[config.mk]
export PLATFORM = sky130hd
export DESIGN_NAME = count_display_scanner
export DESIGN_NICKNAME = d
export VERILOG_FILES = /design/src/rtl/count_display_scanner_pkg.sv /design/src/rtl/count_display_scanner_hex_to_seg7.sv /design/src/rtl/count_display_scanner.sv
export SDC_FILE = /design/constraint.sdc
export NUM_CORES = 1
export LEC_CHECK = 0
export ABC_CLOCK_PERIOD_IN_PS = 4000
export CELL_PAD_IN_SITES_DETAIL_PLACEMENT = 1
export CELL_PAD_IN_SITES_GLOBAL_PLACEMENT = 1
export CORE_MARGIN = 10
export CORE_UTILIZATION = 32
export DETAILED_ROUTE_END_ITERATION = 6
export PLACE_DENSITY_LB_ADDON = 0.3
export SETUP_SLACK_MARGIN = 0.02
export SLEW_MARGIN = 0
export SYNTH_ARGS = -nofsm -noshare
export SYNTH_HDL_FRONTEND = slang
export SYNTH_SLANG_ARGS = --single-unit
[constraint.sdc]
create_clock -name clock -period 4 [get_ports clock]
set_input_delay 0.8 -clock clock [delete_from_list [all_inputs] [get_ports clock]]
set_output_delay 0.8 -clock clock [all_outputs]
set_load 0.01 [all_outputs]
[src/rtl/count_display_scanner_pkg.sv]
// count_display_scanner_pkg
// Shared definitions for the count display scanner slice:
//   - nibble_t       : one captured counter value / one display digit
//   - SEG_BLANK      : segment pattern for a dark digit
//   - HEX7_TABLE     : hex digit to 7-segment pattern, bit order {g,f,e,d,c,b,a}
//   - refresh_width  : prescaler width for a given refresh divider (never below 1 bit)
//   - scan_onehot    : digit index to one-hot digit enable
package count_display_scanner_pkg;

  typedef logic [3:0] nibble_t;

  localparam logic [6:0] SEG_BLANK = 7'h00;

  localparam logic [6:0] HEX7_TABLE [16] = '{
    7'h3F, 7'h06, 7'h5B, 7'h4F, 7'h66, 7'h6D, 7'h7D, 7'h07,
    7'h7F, 7'h6F, 7'h77, 7'h7C, 7'h39, 7'h5E, 7'h79, 7'h71
  };

  // $clog2(1) is 0, which would give a zero-width prescaler, so floor at 1 bit.
  function automatic int refresh_width(input int div);
    return (div > 1) ? $clog2(div) : 1;
  endfunction

  function automatic logic [3:0] scan_onehot(input logic [1:0] sel);
    return 4'b0001 << sel;
  endfunction

endpackage

[src/rtl/count_display_scanner_hex_to_seg7.sv]
// hex_to_seg7
// Combinational hex to 7-segment decoder (active-high segments).
// Ports:
//   hex  in  4  digit value 0..F
//   seg  out 7  segments {g,f,e,d,c,b,a}
module hex_to_seg7
  import count_display_scanner_pkg::*;
(
  input  logic [3:0] hex,
  output logic [6:0] seg
);

  always_comb begin
    seg = HEX7_TABLE[hex];
  end

endmodule

[src/rtl/count_display_scanner.sv]
// count_display_scanner
// Captures the state counter's value on each sample strobe into a 4-deep history
// (newest on digit 0) and time-multiplexes the history onto a 4-digit
// common-enable 7-segment display. Also pulses 'changed' when a captured value
// differs from the previous newest value.
// Parameters:
//   REFRESH_DIV  clock cycles each digit stays enabled (>= 1)
//   BLANK_EMPTY  1: never-written digits are dark, 0: they show '0'
// Ports:
//   clock    in   1  system clock, rising edge
//   clear    in   1  asynchronous reset, active-high
//   value    in   4  counter value to capture
//   sample   in   1  capture strobe
//   seg      out  7  segments {g,f,e,d,c,b,a}, registered
//   an       out  4  one-hot digit enable, registered
//   dp       out  1  decimal point on the newest digit, registered
//   filled   out  3  number of captured digits, saturates at 4
//   changed  out  1  one-cycle pulse on a capture that changed the newest value
module count_display_scanner
  import count_display_scanner_pkg::*;
#(
  parameter int REFRESH_DIV = 4,
  parameter int BLANK_EMPTY = 1
) (
  input  logic       clock,
  input  logic       clear,
  input  logic [3:0] value,
  input  logic       sample,
  output logic [6:0] seg,
  output logic [3:0] an,
  output logic       dp,
  output logic [2:0] filled,
  output logic       changed
);

  localparam int PW = refresh_width(REFRESH_DIV);
  localparam logic [PW-1:0] PRESC_LAST = PW'(REFRESH_DIV - 1);

  nibble_t       hist [4];
  logic [3:0]    valid;
  logic [PW-1:0] prescaler;
  logic [1:0]    scan;

  nibble_t    shown_digit;
  logic [6:0] decoded;
  logic       digit_live;

  assign shown_digit = hist[scan];
  assign digit_live  = valid[scan];

  hex_to_seg7 u_hex_to_seg7 (
    .hex (shown_digit),
    .seg (decoded)
  );

  // History shift register. 'changed' compares against the pre-shift newest
  // digit; an empty history always counts as a change.
  always_ff @(posedge clock or posedge clear) begin
    if (clear) begin
      for (int i = 0; i < 4; i++) hist[i] <= '0;
      valid   <= 4'b0000;
      filled  <= 3'd0;
      changed <= 1'b0;
    end else if (sample) begin
      hist[3] <= hist[2];
      hist[2] <= hist[1];
      hist[1] <= hist[0];
      hist[0] <= value;
      valid   <= {valid[2:0], 1'b1};
      if (filled != 3'd4) filled <= filled + 3'd1;
      changed <= (filled == 3'd0) || (value != hist[0]);
    end else begin
      changed <= 1'b0;
    end
  end

  // Refresh prescaler and digit scan counter; scan wraps naturally at 2 bits.
  always_ff @(posedge clock or posedge clear) begin
    if (clear) begin
      prescaler <= '0;
      scan      <= 2'd0;
    end else if (prescaler == PRESC_LAST) begin
      prescaler <= '0;
      scan      <= scan + 2'd1;
    end else begin
      prescaler <= prescaler + PW'(1);
    end
  end

  // Display output register, driven from the pre-edge scan and history so the
  // enable and its segment pattern always change together.
  always_ff @(posedge clock or posedge clear) begin
    if (clear) begin
      an  <= 4'b0001;
      seg <= SEG_BLANK;
      dp  <= 1'b0;
    end else begin
      an <= scan_onehot(scan);
      if ((BLANK_EMPTY != 0) && !digit_live) begin
        seg <= SEG_BLANK;
        dp  <= 1'b0;
      end else begin
        seg <= decoded;
        dp  <= (scan == 2'd0) && valid[0];
      end
    end
  end

endmodule

==> results by group, run 1 <==
Route
  – Antenna Violating Nets Remaining: 0
  – DR WL met3: 207 µm
  – DR iter-0 viols: 67
  – Met1 WL: 1475 µm
  – DRC: 0
  – Met2 WL post-DR: 2062 µm
  – DRT Pass-1 Iters: 4
  – Routed len/inst: 15.95 µm
  – Vias: 1168
  – Top sig layer: met4
  – DR vias/cell: 4.908
  – Total Routed Length: 3796 µm

Flow run
  – Max Cap Viol: 0

Synthesis
  – Synthesized area: 0.001938 mm²
  – Sequential element share of the synthesized area: 51.71%
  – Ranking of synthesized cells by area: dfrtp_1, mux2_2, ha_1, mux4_2, mux4_1
  – Netlist cell types: 38
  – Mapped Nets: 160
  – Post-Synthesis Cells: 139
  – Largest area contributor in the netlist: dfrtp_1
  – Top-area cell type share of the netlist area: 50.36%
  – Mean area per synthesized cell: 13.94 µm²
  – Flops & latches, synth: 40
  – Synthesis Warnings: 0

Finish
  – Fin nets: 183
  – N_diodes: 0
  – Layout cell share with drive strength beyond 1: 25.15%
  – Area Growth Syn to Fin: 20.27%
  – Final Instance Count excl. Fillers: 238

Setup path
  – Worst setup SP type: primary input
  – Worst Path Required: 4.21 ns
  – Register-to-register setup slack: 1.79 ns
  – CP max stage cell: clkdlybuf4s50_1
  – Delay-heaviest family, CP: buffers and inverters
  – Worst endpoint data arrival time: 2.57 ns
  – Crit-path max FO: 24
  – Critical path type: in -> reg
  – Cell chain of the critical path: clkdlybuf4s50_1, a21boi_0, nand2_1, o21ai_0
  – Buffers & Inverters on Critical Path: 1
  – Kind of end point of the critical path: flip-flop
  – CP max stage delay: 1.12 ns

Power
  – P_leak: 0.9802 nW
  – PwrDens: 464.9 mW/mm²
  – Clock Power Share: 31.1%
  – P_sw: 0.0002998 W
  – Tot Pwr: 0.001084 W
  – Gate power share: 22.8%
  – Switching Share: 27.66%
  – Sequential share of power: 46.1%
  – Pint: 0.0007840 W
  – VDD IR max: 0.0002784 V

GRT
  – Initial antenna violation count: 0
  – Pin count of the biggest net entering global routing: 41
  – Grt total ovfl: 0
  – First-pass GRT wire length: 6803 µm
  – All-Layer GR Usage: 8.613%
  – Vias in the first global route: 1343

Timing
  – Final max-slew violation count: 0
  – Crit share post-route: 58.93%
  – Post-route setup TNS: 0 ns
  – Final setup fails: 0
  – Unrepaired setup endpoints after global routing: no
  – Final Hold Viols: 0
  – Max_slew headroom: 34.46%
  – Fin crit period: 2.357 ns
  – F_max: 424.2 MHz
  – Worst-Margin Slew: 0.9800 ns
  – Post-route clock skew: 0.007717 ns

Floorplan
  – CORE AREA: 0.005886 mm²
  – I/O Pins: 23
  – Die area: 0.009570 mm²
  – Initial Util: 32.93%
  – Rows: 28
  – Die width: 97.83 µm
  – Die Ht: 97.83 µm

Outcome
  – Status: finished clean

Clock tree
  – Hold-fix buffers at CTS: 0
  – CTS tree: built
  – Worst-path clk slew: 0.09 ns
  – Longest Clk Path Bufs: 2
  – Clk_lat worst skew: 0.30 ns
  – CTS sink count: 40
  – Clk root buf: clkbuf_8
  – Htree depth: 2
  – Num CTS Buffers: 5
  – Post-CTS setup buffer count: 0
  – Post_cts resized: 0

Placement
  – HPWL after detailed placement: 2670 µm
  – Buffers on Ports: 22
  – Placed cell count: 230
  – Final RePlAce weighted congestion: 0.7463

Worst hold path
  – Worst Hold Class: reg -> reg
==> per-layer routing <==
| metal | global-route usage [%] | up-vias |
|---|---|---|
| met1 | 9.015 | 602 |
| met5 | 0 | - |
| li1 | - | 535 |
| met4 | 3.356 | 0 |
| met3 | 3.383 | 5 |
| met2 | 15.13 | 26 |
==> cell usage in the layout, fill, tap and decap left out, types with 2 or more instances in the layout <==
master / Yosys / layout
clkbuf_8: 0 / 5
clkdlybuf4s50_1: 0 / 22
dfrtp_1: 39 / 39
ha_1: 14 / 14
inv_1: 11 / 11
mux2_2: 21 / 21
mux4_1: 2 / 2
mux4_2: 3 / 3
nand2_1: 3 / 3
nand3_1: 2 / 2
nor2b_2: 2 / 2
o21ai_0: 3 / 3
o311a_1: 3 / 3
xnor2_1: 2 / 2
xor2_1: 5 / 5
==> kinds of logic (layout without fill, tap and decap cells) <==
family	Yosys count	count (layout)	share of synthesized area [%]
buffers and inverters	18	42	4.390
DFF	40	40	51.71
xor gates and xnor gates	7	7	3.163
adders and majority gates	14	14	9.038
and+or+nand+nor	19	19	6.909
muxes	27	27	18.92
AOI/OAI and AO/OA	14	14	5.875
==> layout make-up <==
class                   count  area (µm²)
fillers                   624        3555
clock inverters             3       46.29
flip-flops and latches     40        1002
well taps                  75       93.84
multi-input cells          81       850.8
repair buffers             23       227.7
clock buffers               5       68.82
inverters                  11       41.29
==> flip-flops by register name (all words and copies together), names as in the netlist <==
| signal | flops |
|---|---|
| hist | 16 |
| seg | 7 |
| an | 4 |
| valid | 4 |
| filled | 3 |
| prescaler | 2 |
| scan | 2 |
| changed | 1 |
| dp | 1 |
==> through the flow <==
| stage | worst slack, ns | hold WS [ns] | util, % | area [µm²] |
|---|---|---|---|---|
| finish | 1.643 | 0.4316 | 39.60 | 2331 |
| global route | 1.516 | 0.4629 | 39.60 | 2331 |
| CTS | 1.584 | 0.4390 | 39.60 | 2331 |
| detailed placement | 1.294 | 0.4263 | 37.65 | 2216 |
| global placement | 1.463 | 0.4129 | 37.65 | 2216 |
| floorplan | 2.108 | 0.4031 | - | 1938 |
==> worst paths after layout <==
| check | startpoint | end | cells after the start |
|---|---|---|---|
| max in group asynchronous | clear | seg[1] | 3 |
| min | prescaler[0] | prescaler[0] | 1 |
| max | sample | filled[1] | 4 |
| max reg2reg | scan[1] | seg[3] | 5 |
| min in group asynchronous | clear | seg[4] | 3 |
| min reg2reg | prescaler[0] | prescaler[0] | 1 |
==> power by group through the flow <==
stage / Sequential [W] / Combinational [W] / Clock (W)
6_report: 0.000499 / 0.000247 / 0.000338
5_1_grt: 0.000510 / 0.000275 / 0.000373
4_1_cts: 0.000502 / 0.000254 / 0.000353
3_5_place_dp: 0.000508 / 0.000253 / 0
3_3_place_gp: 0.000502 / 0.000238 / 0
2_1_floorplan: 0.000511 / 0.000141 / 0
==> synthesized netlist by cell type, drive strengths merged <==
cell,instances
a21boi,1
a21oi,1
a221oi,1
a311oi,1
a31oi,1
and2,1
and2b,2
and3,1
buf,4
clkbuf,3
dfrtp,39
dfstp,1
ha,14
inv,11
mux2,21
mux2i,1
mux4,5
nand2,3
nand2b,1
nand3,2
nand3b,1
nand4bb,2
nor2,1
nor2b,3
nor3b,1
o21ai,3
o22ai,1
o311a,3
o311ai,1
o41a,1
or2,1
xnor2,2
xor2,5
(Power assumes the default switching activity.)
==> inputs of run 2 (changes only) <==
Settings changed: ABC_CLOCK_PERIOD_IN_PS 4000 to 1950.
Clock period 4 ns to 1.95 ns, I/O delays scaled along.
==> run 2 against run 1 <==
Clock power grew 120%. Combinational power up 110%. Routed wire length increased by 0.74%. Hold slack worse by 0.0027 ns. Sequential cell count stayed put. Power rose by 110%. First-iteration DRC count down 19%. Non-clock buffer count rose by 7. Die area did not move. Highest routed layer unchanged.
==> results by group, run 2 (synthesized netlist as in run 1, its figures left out) <==
Placement
  – HPWL after detailed placement: 2625 µm
  – Buffers on Ports: 22
  – Final RePlAce weighted congestion: 0.8317

Clock tree
  – Longest Clk Path Bufs: 2
  – Num CTS Buffers: 5
  – Htree depth: 2
  – Clk root buf: clkbuf_8
  – Clk_lat worst skew: 0.29 ns
  – CTS sink count: 40
  – CTS tree: built
  – Worst-path clk slew: 0.08 ns
  – Hold-fix buffers at CTS: 0

Timing
  – Unrepaired setup endpoints after global routing: no
  – Post-route setup TNS: 0 ns
  – Final Hold Viols: 0
  – Crit share post-route: 93.31%
  – Final max-slew violation count: 0
  – Fin crit period: 1.820 ns
  – Final setup fails: 0
  – F_max: 549.6 MHz
  – Hold WS: 0.4289 ns
  – Post-route clock skew: 0.006036 ns
  – Max_slew headroom: 65.44%
  – Worst-Margin Slew: 0.5184 ns

Setup path
  – CP max stage cell: mux4_2
  – Worst Path Required: 2.13 ns
  – Crit path from: scan[1]
  – Worst endpoint data arrival time: 2.00 ns
  – Worst setup SP type: flip-flop
  – Setup crit end: seg[4]
  – FF-to-FF path depth: 4
  – Cell chain of the critical path: mux4_2, buf_4, ha_1, o311a_1
  – Reg2reg end: seg[4]
  – Crit-path max FO: 6
  – FF-to-FF Start: scan[1]
  – Kind of end point of the critical path: flip-flop
  – CP max stage delay: 0.58 ns
  – Register-to-register setup slack: 0.13 ns
  – Critical path type: reg -> reg

Finish
  – Fin nets: 191
  – Most common cell after layout, fill and taps aside: dfrtp_1
  – Reg with most FFs: hist
  – Multi-input gate area: 872.1 µm²
  – Max FFs per register: 16
  – Most frequent cells in the layout: dfrtp_1, clkdlybuf4s50_1, mux2_2
  – Area Growth Syn to Fin: 24.79%
  – Register Area: 0.001005 mm²
  – Layout cell share with drive strength beyond 1: 30.99%
  – Largest registers: hist: 16 flops, seg: 7 flops
  – N_diodes: 0
  – Filler Cell Count: 626

Floorplan
  – CORE AREA: 0.005886 mm²
  – Initial Util: 32.93%
  – Rows: 28
  – Die width: 97.83 µm
  – Die area: 0.009570 mm²
  – Die Ht: 97.83 µm
  – I/O Pins: 23

GRT
  – Vias in the first global route: 1294
  – Pin count of the biggest net entering global routing: 41
  – Initial antenna violation count: 0
  – All-Layer GR Usage: 8.065%
  – First-pass GRT wire length: 6292 µm
  – Grt total ovfl: 0

Route
  – DRT Pass-1 Iters: 4
  – Routed len/inst: 15.54 µm
  – Antenna Violating Nets Remaining: 0
  – Total Routed Length: 3824 µm
  – DR vias/cell: 4.886
  – DR iter-0 viols: 54
  – DRC: 0
  – Vias: 1202

Power
  – PwrDens: 945.0 mW/mm²
  – P_leak: 1.022 nW
  – VDD IR max: 0.0005315 V

Outcome
  – Status: finished clean

Worst hold path
  – Worst Hold Class: reg -> reg

Flow run
  – Max Cap Viol: 0
## run 2: cell type report
cell class | instances | share of cell area [%]
well taps | 75 | 3.880
inverters | 11 | 1.707
clock buffers | 7 | 3.983
flip-flops and latches | 40 | 41.54
clock inverters | 1 | 1.242
multi-input cells | 82 | 36.06
repair buffers | 30 | 11.59
## run 2: repair_timing
action                     4_1_cts  5_1_grt
resized for setup                2        3
setup buffers                    0        2
gates cloned                     0        1
setup endpoints to repair        2        3
## run 2: power by group
group	switching, W	leakage (nW)	total (W)	internal, W
sequential	0.0000833	0.455	0.00103	0.000946
clock	0.000289	0.0645	0.000741	0.000452
combinational	0.000228	0.503	0.000516	0.000288
## run 2: worst min path at each step
| stage | slack (ns) | to | cells after the start | startpoint |
|---|---|---|---|---|
| 6_report | 0.43 | prescaler[0] | 1 | prescaler[0] |
| 2_1_floorplan | 0.40 | prescaler[0] | 1 | prescaler[0] |
| 5_1_grt | 0.44 | prescaler[0] | 1 | prescaler[0] |
| 3_3_place_gp | 0.41 | prescaler[0] | 1 | prescaler[0] |
| 3_5_place_dp | 0.42 | prescaler[0] | 1 | prescaler[0] |
| 4_1_cts | 0.43 | prescaler[0] | 1 | prescaler[0] |
## run 2: critical path, delay by kind of cell, from the launching register on
kind / cells / cell delay [ns]
DFF: 1 / 0.42
buffers and inverters: 1 / 0.17
adders and majority gates: 1 / 0.19
AOI/OAI and AO/OA: 1 / 0.35
muxes: 1 / 0.58
## run 2: stage by stage
stage | power, W | area [µm²] | utilization [%] | instances | setup slack (ns)
floorplan | 0.001337 | 1938 | - | 139 | 0.05834
global placement | 0.001527 | 2253 | 38.29 | 235 | 0.1023
detailed placement | 0.001552 | 2253 | 38.29 | 235 | 0.009565
CTS | 0.002311 | 2372 | 40.31 | 243 | 0.03336
global route | 0.002430 | 2419 | 41.09 | 246 | 0.04235
finish | 0.002286 | 2419 | 41.09 | 246 | 0.1304
## run 2: routing by layer
metal  GRT usage [%]  part of all wire, %
met5               0                    0
met4           4.698                  2.1
met3           3.242                  5.6
met2           13.60                   51
met1           8.278                   41
==> inputs of run 3 (changes only) <==
Settings changed: ABC_AREA set to 1.
==> run 3 against run 2 <==
Via count grew 25%. Sequential cell count is the same. Die area grew 0.15%.
==> results by group, run 3 <==
Outcome
  – Status: finished clean

Timing
  – Crit share post-route: 89.00%
  – Final Hold Viols: 0
  – Fin crit period: 1.735 ns
  – Final max-slew violation count: 0
  – Worst-Margin Slew: 0.3114 ns
  – Final setup fails: 0
  – Max_slew headroom: 79.24%
  – Post-route clock skew: 0.007530 ns
  – Unrepaired setup endpoints after global routing: no
  – F_max: 576.2 MHz
  – Post-route setup TNS: 0 ns

Setup path
  – Worst Path Required: 1.56 ns
  – FF-to-FF path depth: 10
  – Delay-heaviest family, CP: buffers and inverters
  – Kind of end point of the critical path: primary output
  – CP max stage cell: clkdlybuf4s50_1
  – CP max stage delay: 0.53 ns
  – Worst setup SP type: flip-flop
  – Cell chain of the critical path: clkdlybuf4s50_1
  – Reg2reg end: seg[3]
  – FF-to-FF Start: scan[1]
  – Register-to-register setup slack: 0.26 ns
  – Worst endpoint data arrival time: 1.35 ns
  – Critical path type: reg -> out
  – Crit-path max FO: 1
  – Buffers & Inverters on Critical Path: 1

Finish
  – Max FFs per register: 16
  – Area Growth Syn to Fin: 23.45%
  – Largest registers: hist: 16 flops, seg: 7 flops
  – Final Instance Count excl. Fillers: 324
  – Fin nets: 269
  – Layout cell share with drive strength beyond 1: 10.84%
  – Most common cell after layout, fill and taps aside: nand2_1
  – Reg with most FFs: hist
  – N_diodes: 0
  – Most frequent cells in the layout: nand2_1, dfrtp_1, o21ai_0, clkdlybuf4s50_1, inv_1

Worst hold path
  – Worst Hold Class: reg -> reg
  – Hold path startpoint: prescaler[0]
  – Hold path depth: 1
  – Worst hold endpoint: prescaler[0]

Clock tree
  – CTS sink count: 40
  – Clk_lat worst skew: 0.30 ns
  – Longest Clk Path Bufs: 2
  – Htree depth: 2
  – Num CTS Buffers: 5
  – Worst-path clk slew: 0.08 ns
  – Clk root buf: clkbuf_8
  – Hold-fix buffers at CTS: 0
  – CTS tree: built

Route
  – Antenna Violating Nets Remaining: 0
  – DRT Pass-1 Iters: 4
  – DR vias/cell: 4.633
  – Vias: 1501
  – Routed len/inst: 13.40 µm
  – DR iter-0 viols: 46
  – DRC: 0
  – Total Routed Length: 4340 µm

Synthesis
  – Mean area per synthesized cell: 8.827 µm²
  – Largest area contributor in the netlist: dfrtp_1
  – Mapped Nets: 241
  – Sequential element share of the synthesized area: 51.61%
  – Post-Synthesis Cells: 220
  – Most common cell in the netlist: nand2_1
  – Top-area cell type share of the netlist area: 50.26%
  – Synthesis Warnings: 0
  – Top post-synthesis cells by count: nand2_1, dfrtp_1, o21ai_0, inv_1, nand3_1
  – Synthesized area: 0.001942 mm²
  – Ranking of synthesized cells by area: dfrtp_1, nand2_1, ha_1, o21ai_0, nand3_1
  – FFs w/ async S/R, synth: 100.0%
  – Flops & latches, synth: 40
  – Top FF cell, synth: dfrtp_1
  – Post-synth EDFFs: 0
  – Netlist cell types: 21

Power
  – Tot Pwr: 0.002216 W
  – Clock Power Share: 34.3%
  – VDD IR max: 0.0005114 V
  – Gate power share: 21.0%
  – Pint: 0.001596 W
  – P_sw: 0.0006205 W
  – P_leak: 1.162 nW
  – Sequential share of power: 44.7%
  – PwrDens: 924.5 mW/mm²
  – Switching Share: 28.00%

GRT
  – Initial antenna violation count: 0
  – Vias in the first global route: 1684
  – First-pass GRT wire length: 7686 µm
  – Grt total ovfl: 0
  – Pin count of the biggest net entering global routing: 41
  – All-Layer GR Usage: 9.639%

Floorplan
  – Die width: 97.90 µm
  – Rows: 28
  – I/O Pins: 23
  – CORE AREA: 0.005921 mm²
  – Die Ht: 97.90 µm
  – Initial Util: 32.80%
  – Die area: 0.009584 mm²

Placement
  – Buffers on Ports: 22
  – HPWL after detailed placement: 3105 µm
  – Placed cell count: 316
  – Final RePlAce weighted congestion: 0.8038

Flow run
  – Max Cap Viol: 0
## run 3: changes by cell type after synthesis, sizes merged, moves of 2 or more
| cell | before | now |
|---|---|---|
| nor2b | 3 | 0 |
| o21ai | 3 | 27 |
| nand4bb | 2 | 0 |
| nand2 | 3 | 64 |
| nor2 | 1 | 12 |
| nor3 | 0 | 2 |
| xnor2 | 2 | 0 |
| mux4 | 5 | 0 |
| inv | 11 | 23 |
| mux2 | 21 | 0 |
| nand3 | 2 | 18 |
| o311a | 3 | 0 |
| a21oi | 1 | 7 |
| and2b | 2 | 0 |
## run 3: worst max path at each step
stage	startpoint	end	cells past startpoint
after floorplan	scan[0]	seg[1]	7
after global routing	scan[1]	seg[2]	7
after CTS	scan[1]	seg[3]	10
final	an[0]	an[0]	1
after global placement	scan[0]	seg[5]	7
after detailed placement	scan[1]	seg[3]	10
## run 3: metal layers
metal | part of all wire (%) | track usage, % | vias up
met1 | 46 | 10.58 | 713
met3 | 5.4 | 3.101 | 9
met2 | 46 | 16.24 | 28
li1 | - | - | 751
met4 | 2.4 | 5.034 | 0
met5 | 0 | 0 | -
## run 3: worst reg2reg max path: cells and delay by family, from the launching register on
kind | cells | cell delay, ns
adders and majority gates | 1 | 0.24
DFF | 1 | 0.50
and+or+nand+nor | 6 | 0.53
buffers and inverters | 3 | 0.36
## run 3: timing repair
item,CTS,global route
resized for setup,0,2
hold endpoints to repair,0,0
setup endpoints to repair,0,3
setup buffers,0,0
## run 3: cell families after synthesis
kind of cell,share of synthesized area (%)
AO/OA/AOI/OAI,8.763
XOR/XNOR,1.804
adder cells (fa/ha/maj),9.021
buffers and inverters,6.572
flip-flops,51.61
multiplexers,1.160
AND/OR/NAND/NOR,21.07
## run 3: stage by stage
stage	area, µm²	hold WS (ns)	utilization [%]	setup slack (ns)
2_1_floorplan	1942	0.4031	-	0.3366
3_3_place_gp	2268	0.4131	38.31	0.2482
3_5_place_dp	2268	0.4282	38.31	0.1864
4_1_cts	2395	0.4386	40.45	0.1224
5_1_grt	2397	0.4505	40.49	0.09105
6_report	2397	0.4340	40.49	0.2145
## run 3: power groups by stage
stage	combinational [W]	sequential [W]	clock, W
global placement	0.000461	0.00101	0
floorplan	0.000244	0.00103	0
global route	0.000543	0.00101	0.000812
finish	0.000465	0.000991	0.000760
detailed placement	0.000475	0.00101	0
CTS	0.000480	0.000994	0.000781
## run 3: layout make-up
class,instances,area [µm²]
fill,704,3523
sequential,40,1005
multi-input combinational,150,812.0
timing repair buffer,27,270.3
clock buffer,7,96.34
tap,75,93.84
inverter,24,90.09
clock inverter,1,30.03
==> RTL edit 1: new RTL, settings of run 2 <==
Change the parameter `REFRESH_DIV` from 4 to 8.
--- a/src/rtl/count_display_scanner.sv
+++ b/src/rtl/count_display_scanner.sv
@@ -19,7 +19,7 @@
 module count_display_scanner
   import count_display_scanner_pkg::*;
 #(
-  parameter int REFRESH_DIV = 4,
+  parameter int REFRESH_DIV = 8,
   parameter int BLANK_EMPTY = 1
 ) (
   input  logic       clock,
Check against the original RTL: not equivalent (Yosys sat finds a counterexample within 10 cycles, from zero or initial values).
==> RTL edit 1 against run 2 <==
Routed wire length up 5.9%; setup slack worse by 110 ps; maximum frequency down 5.7%; first-iteration DRC count shrank 5.6%; count of clock-buffer cells in the layout shrank 2; cell area grew 3.4%; sequential share of layout area shrank 0.42 points; power increased by 16%; combinational power increased by 48%; global-route usage is 0.20 points higher; synthesized area down 2.0%; cell count grew 2.0%; sequential cell count grew 1; critical path type unchanged; critical endpoint is now seg[5]$_DFF_PP0_; largest cell class unchanged; largest power group unchanged.
==> RTL edit 1: results (changes against run 2) <==
| Metric | Value |
|---|---|
| Final Non-Filler Cells | `251 (+2.0%)` |
| CTS max path bufs | `2 (unchanged)` |
| Worst hold path class | `in2async` |
| Worst VDD drop | `0.393 mV (-26%)` |
| M1 GR Usage | `8.58% (+0.30 points)` |
| Int Pwr | `1.93 mW (+15%)` |
| Final layout net count | `195 (+2.1%)` |
| Post-layout util | `42.8% (+1.7 points)` |
| Register area share after synthesis | `54.1% (+2.4 points)` |
| Placement Setup Slack | `-30.1 ps (-39.7 ps)` |
| M3 GR Usage | `2.35% (-0.89 points)` |
| Largest net degree at the start of global routing | `33 (-20%)` |
| Routed wire length | `4050 µm (+5.9%)` |
| Worst hold slack | `394 ps (-35.0 ps)` |
| Filler cell count | `615 (-1.8%)` |
| Status | `finished, final reports clean` |
| Cell Count Post-Placement | `232 (-1.3%)` |
| GRT Util Overall | `8.26% (+0.20 points)` |
| PortBufs | `22 (unchanged)` |
| Worst Skew | `6.42 ps (+0.388 ps)` |
| CP endpoint | `seg[5]$_DFF_PP0_` |
| First-pass GRT wire length | `6440 µm (+2.3%)` |
| Vias in the first global route | `1,308 (+1.1%)` |
| FMAX | `0.518 GHz (-5.7%)` |
| Met2 usage | `14.8% (+1.2 points)` |
| Most common library cells after synthesis | `40 x dfrtp_1, 22 x mux2_2, 13 x ha_1` |
| Measured slew at the worst slew-check pin | `432 ps (-86.5 ps)` |
| Wl on met1 | `1590 µm (+1.0%)` |
| Worst Setup SP | `scan[0]$_DFFE_PP0N_` |
| Reg power frac | `40.9% (-4.1 points)` |
| Dominant cells by area after synthesis | `dfrtp_1 53%, mux2_2 13%, ha_1 8.6%` |
| Synth cell types | `27 (-29%)` |
| Mapped Nets | `156 (-2.5%)` |
| Via-to-Cell Ratio | `4.76 (-2.6%)` |
| Share of cells above drive strength 1 | `36.4% (+5.4 points)` |
| Final HPWL DP | `2720 µm (+3.5%)` |
| Cell depth of the worst flop-to-flop path | `5 (+1)` |
| Cells after Synth | `136 (-2.2%)` |
| Reg2Reg Setup Slack | `20 ps (-110 ps)` |
| Crit path arrival time | `2100 ps (+100 ps)` |
| DP Area | `0.00224 mm² (-0.39%)` |
| Met2 Wirelength | `2170 µm (+11%)` |
| Worst reg2reg path startpoint | `scan[0]$_DFFE_PP0N_` |
| DRT iter0 DRCs | `51 (-5.6%)` |
| P_leak | `1.08 nW (+5.4%)` |
| Met3 Wirelength | `181 µm (-15%)` |
-- RTL edit 1: worst max-delay path, cell delays in order (launching register included) --
cell and delay (ps):
dfrtp_2 410, buf_4 150, mux4_2 640, or2_4 310, o21ai_0 230, a21oi_1 70
-- RTL edit 1: kinds of logic (layout without fill, tap and decap cells) --
group,after synthesis,after routing,share of synthesized area [%]
XOR/XNOR,7,7,3.23
AO/OA/AOI/OAI,16,16,5.60
multiplexers,29,30,20.7
adder cells (fa/ha/maj),13,13,8.56
AND/OR/NAND/NOR,13,13,3.56
flip-flops,41,41,54.1
buffers and inverters,17,56,4.28
-- RTL edit 1: repair_timing --
item                       CTS  global route
setup endpoints to repair    1             6
pin swaps                    1             0
setup buffers                6             4
resized for setup            3             4
gates cloned                 0             1
-- RTL edit 1: area by class of cell --
class | instances | share of cell area, %
clock inverters | 3 | 2.60
well taps | 75 | 3.75
inverters | 10 | 1.70
flip-flops and latches | 41 | 41.1
repair buffers | 38 | 14.6
clock buffers | 5 | 2.75
multi-input cells | 79 | 33.5
